**config.mk**
```make
export PLATFORM = sky130hd
export DESIGN_NAME = main_dec
export DESIGN_NICKNAME = d
export VERILOG_FILES = /design/src/rtl/main_dec.sv
export SDC_FILE = /design/constraint.sdc
export NUM_CORES = 1
export LEC_CHECK = 0
export BUFFER_PORTS_ARGS = -buffer_cell sky130_fd_sc_hd__buf_4
export CORE_AREA = 2 2 39 41
export CTS_CLUSTER_DIAMETER = 60
export CTS_CLUSTER_SIZE = 10
export DETAILED_ROUTE_END_ITERATION = 10
export DIE_AREA = 0 0 41 43
export GPL_ROUTABILITY_DRIVEN = 0
export PLACE_DENSITY = 0.47
export SYNTH_ARGS = -nofsm -noshare
export SYNTH_HDL_FRONTEND = slang
export SYNTH_SLANG_ARGS = --single-unit
```
**constraint.sdc**
```tcl
create_clock -name clk -period 1.1 [get_ports clk]
set_clock_uncertainty 0.15 [all_clocks]
set_input_delay 0.33 -clock clk [delete_from_list [all_inputs] [get_ports clk]]
set_output_delay 0.33 -clock clk [all_outputs]
set_load 0.005 [all_outputs]
```
**src/rtl/main_dec.sv**
```systemverilog
// Main control decoder for the single-cycle LEGv8 datapath: decodes the 11-bit
// opcode into registered datapath control strobes, one cycle after Op is sampled.
module main_dec (
    input  logic        clk,
    input  logic        reset,
    input  logic [10:0] Op,
    output logic        Reg2Loc,
    output logic        ALUSrc,
    output logic        MemtoReg,
    output logic        RegWrite,
    output logic        MemRead,
    output logic        MemWrite,
    output logic        Branch,
    output logic [1:0]  ALUOp
);

    typedef enum logic [1:0] {
        ALUOP_ADD  = 2'b00,
        ALUOP_PASS = 2'b01,
        ALUOP_RTYP = 2'b10
    } aluop_e;

    typedef struct packed {
        logic   reg2loc;
        logic   alusrc;
        logic   memtoreg;
        logic   regwrite;
        logic   memread;
        logic   memwrite;
        logic   branch;
        aluop_e aluop;
    } ctrl_t;

    localparam logic [10:0] OP_LDUR = 11'b111_1100_0010;
    localparam logic [10:0] OP_STUR = 11'b111_1100_0000;
    localparam logic [7:0]  OP_CBZ  = 8'b1011_0100;
    localparam logic [10:0] OP_ADD  = 11'b100_0101_1000;
    localparam logic [10:0] OP_SUB  = 11'b110_0101_1000;
    localparam logic [10:0] OP_AND  = 11'b100_0101_0000;
    localparam logic [10:0] OP_ORR  = 11'b101_0101_0000;

    localparam ctrl_t CTRL_NOP = '{1'b0, 1'b0, 1'b0, 1'b0, 1'b0, 1'b0, 1'b0, ALUOP_ADD};

    ctrl_t ctrl_d;
    ctrl_t ctrl_q;

    // Equality compares (not casez) so an X/Z opcode bit never matches and falls to NOP.
    always_comb begin
        // NOTE: default assigned first so every path drives ctrl_d and no latch is inferred.
        ctrl_d = CTRL_NOP;
        if (Op == OP_LDUR) begin
            ctrl_d = '{1'b0, 1'b1, 1'b1, 1'b1, 1'b1, 1'b0, 1'b0, ALUOP_ADD};
        end else if (Op == OP_STUR) begin
            ctrl_d = '{1'b1, 1'b1, 1'b0, 1'b0, 1'b0, 1'b1, 1'b0, ALUOP_ADD};
        end else if (Op[10:3] == OP_CBZ) begin
            ctrl_d = '{1'b1, 1'b0, 1'b0, 1'b0, 1'b0, 1'b0, 1'b1, ALUOP_PASS};
        end else if (Op == OP_ADD || Op == OP_SUB || Op == OP_AND || Op == OP_ORR) begin
            ctrl_d = '{1'b0, 1'b0, 1'b0, 1'b1, 1'b0, 1'b0, 1'b0, ALUOP_RTYP};
        end
    end

    always_ff @(posedge clk) begin
        // NOTE: non-blocking assignment for flop state avoids simulation race ordering.
        if (reset) begin
            ctrl_q <= CTRL_NOP;
        end else begin
            ctrl_q <= ctrl_d;
        end
    end

    assign Reg2Loc  = ctrl_q.reg2loc;
    assign ALUSrc   = ctrl_q.alusrc;
    assign MemtoReg = ctrl_q.memtoreg;
    assign RegWrite = ctrl_q.regwrite;
    assign MemRead  = ctrl_q.memread;
    assign MemWrite = ctrl_q.memwrite;
    assign Branch   = ctrl_q.branch;
    assign ALUOp    = ctrl_q.aluop;

endmodule

```
==> impl_metrics.json <==
{
  "status": "finished with violations",
  "violations": "negative setup slack",
  "syn_area_per_cell_um2": 9.55,
  "drt-total-wl_um": 665,
  "fin_crit_ns": 1.16,
  "timing.slew.headroom_pct": 87.4,
  "min_path_type": "in2reg",
  "start_util_pct": 20.7,
  "end_kind": "output pin",
  "cts_buffers": 3,
  "leakagePower_nw": 0.230,
  "regArea_um2": 145,
  "hold_viol_final": 0,
  "synthTopCellsByArea": "dfxtp_1 (49%), nor2_1 (9.2%), buf_4 (5.2%)",
  "antennaDiodeCount": 0,
  "die_area_um2": 1760,
  "syn_inst": 30,
  "nFillCells": 153,
  "slew_violations": 0,
  "areaGrowthSynthToFinish_pct": 83.0,
  "ir_drop_v": 0.000312,
  "yosysWarnings": 0,
  "grt_pass1_vias": 283,
  "antenna_found_initial": 0,
  "worstPathCellList": "buf_6",
  "nets": 70,
  "min_to": "MemWrite$_SDFF_PP0_",
  "fp.dieH_um": 43,
  "total_power_w": 0.000549,
  "path_clk_slew_ns": 0.05,
  "layout-drive-gt1-share_pct": 60.7,
  "setup_viol": 9,
  "cp-start-kind": "register",
  "holdPathStages": 3,
  "dp.cells": 68,
  "fmax_mhz": 865,
  "path_class": "reg2out",
  "timing.hold.ws_ns": 0.216,
  "ctsHoldBuffers": 0,
  "rsz0062_at_grt": "yes",
  "antenna_left": 0,
  "drt_iter0_drc": 0,
  "critPathBufInv": 1,
  "synthDistinctLibCells": 15,
  "fin_cells": 72,
  "drcViolationCount": 0,
  "h-tree-depth": 1,
  "post_cts_buffers": 0,
  "clock-sinks": 7,
  "grt.total_usage_pct": 8.95,
  "boundaryPins": 22,
  "grt_pass1_wl_um": 1040,
  "post-route-period-util_pct": 105,
  "syn_area_um2": 287,
  "critical_path.top_delay_family": "flip-flops",
  "final_cell_mix": "buf_4 (20), nor2_1 (7), dfxtp_2 (4), buf_6 (4)",
  "multiInputGateArea_um2": 138,
  "powerDensity_nw_per_um2": 1050,
  "wl_per_cell_um": 9.24,
  "fp-row-count": 14,
  "clk_path_buf_depth": 2,
  "grt.overflow.total": 0,
  "dr.pass1.iters": 1,
  "crit_slowest_cell": "dfxtp_2",
  "synth_top_area_share_pct": 48.9,
  "post-synth-top-area-cell": "dfxtp_1",
  "via_count": 292,
  "clock_tree.root_cell": "clkbuf_4",
  "hp-start": "Op[1]",
  "setup_slack_ns": -0.0558,
  "required_ns": 0.62,
  "fp.coreArea_um2": 1380,
  "arrival_ns": 0.68,
  "viasPerCell": 4.06,
  "final_common_cell": "buf_4",
  "max_stage_delay_ns": 0.32,
  "ys_seq_area_share_pct": 48.9,
  "fp.dieW_um": 41,
  "tightest_slew_ns": 0.189,
  "cts_tree": "done",
  "io_buffers": 21,
  "critPathMaxFanout": 2,
  "synth.ff_latch_count": 7,
  "grt_start_max_net_pins": 6,
  "cap_violations": 0,
  "syn_nets": 43
}
-- flip-flops by register name, summed over array words and instances (netlist names) --
name and cells:
ALUOp 1, MemWrite 1, Reg2Loc 1, ALUSrc 1, MemtoReg 1, Branch 1
RegWrite 1
-- worst max path at each step --
stage,start,endpoint,slack (ns),depth (start not counted)
finish,MemtoReg$_SDFF_PP0_,MemtoReg,-0.06,1
global route,MemtoReg$_SDFF_PP0_,MemRead,-0.08,1
CTS,MemtoReg$_SDFF_PP0_,MemtoReg,-0.07,1
detailed placement,Op[6],Reg2Loc$_SDFF_PP0_,-0.22,3
global placement,Op[6],Reg2Loc$_SDFF_PP0_,-0.21,3
floorplan,Op[6],Reg2Loc$_SDFF_PP0_,-0.08,2
-- synthesized netlist by cell type (all sizes together) --
master	number
nor2b	1
dfxtp	7
nand3b	1
nor2	7
buf	2
nand4	2
or4b	1
a21oi	2
nand4b	1
nand3	2
mux2i	1
nor4b	1
and3b	1
nor3	1
-- stage by stage --
| step | util [%] | area (µm²) | worst slack (ns) | setup TNS, ns |
|---|---|---|---|---|
| after floorplan | - | 287 | -0.0796 | -0.129 |
| after global placement | 34.1 | 472 | -0.211 | -0.731 |
| after detailed placement | 34.1 | 472 | -0.221 | -0.759 |
| after CTS | 37.0 | 512 | -0.0688 | -0.527 |
| after global routing | 37.9 | 524 | -0.0826 | -0.640 |
| final | 37.9 | 524 | -0.0558 | -0.403 |
-- report_power, final --
part | internal [W] | leakage [nW] | switching [W]
Clock | 0.000138 | 0.0150 | 0.0000869
Sequential | 0.000254 | 0.0584 | 0.000000105
Combinational | 0.0000449 | 0.157 | 0.0000250
Total | 0.000437 | 0.230 | 0.000112
-- layer usage --
metal | wire length (µm) | vias to the layer above | global-route usage, % | part of all wire, %
li1 | - | 159 | - | -
met2 | 332 | 16 | 12.2 | 50
met4 | 0 | 0 | 8.00 | 0
met5 | 0 | - | 0 | 0
met3 | 62 | 0 | 1.57 | 9.3
met1 | 270 | 117 | 11.3 | 41
-- cell type report --
class                           instances  area share [%]
Tap cell                               16            3.82
Timing Repair Buffer                   24            37.2
Multi-Input combinational cell         21            26.3
Clock buffer                            4            5.01
Sequential cell                         7            27.7
-- kinds of logic after synthesis --
group	synth area share [%]
simple gates	37.6
flops	48.9
compound gates	4.80
buf+inv	5.24
mux	3.49
-- timing repair --
| item | in CTS | in global routing |
|---|---|---|
| endpoints found under the setup margin | 9 | 10 |
| hold endpoints to repair | 0 | 0 |
| resized for setup | 5 | 4 |
| gates cloned | 0 | 0 |
Note: power is estimated with default switching activity, not from simulation.
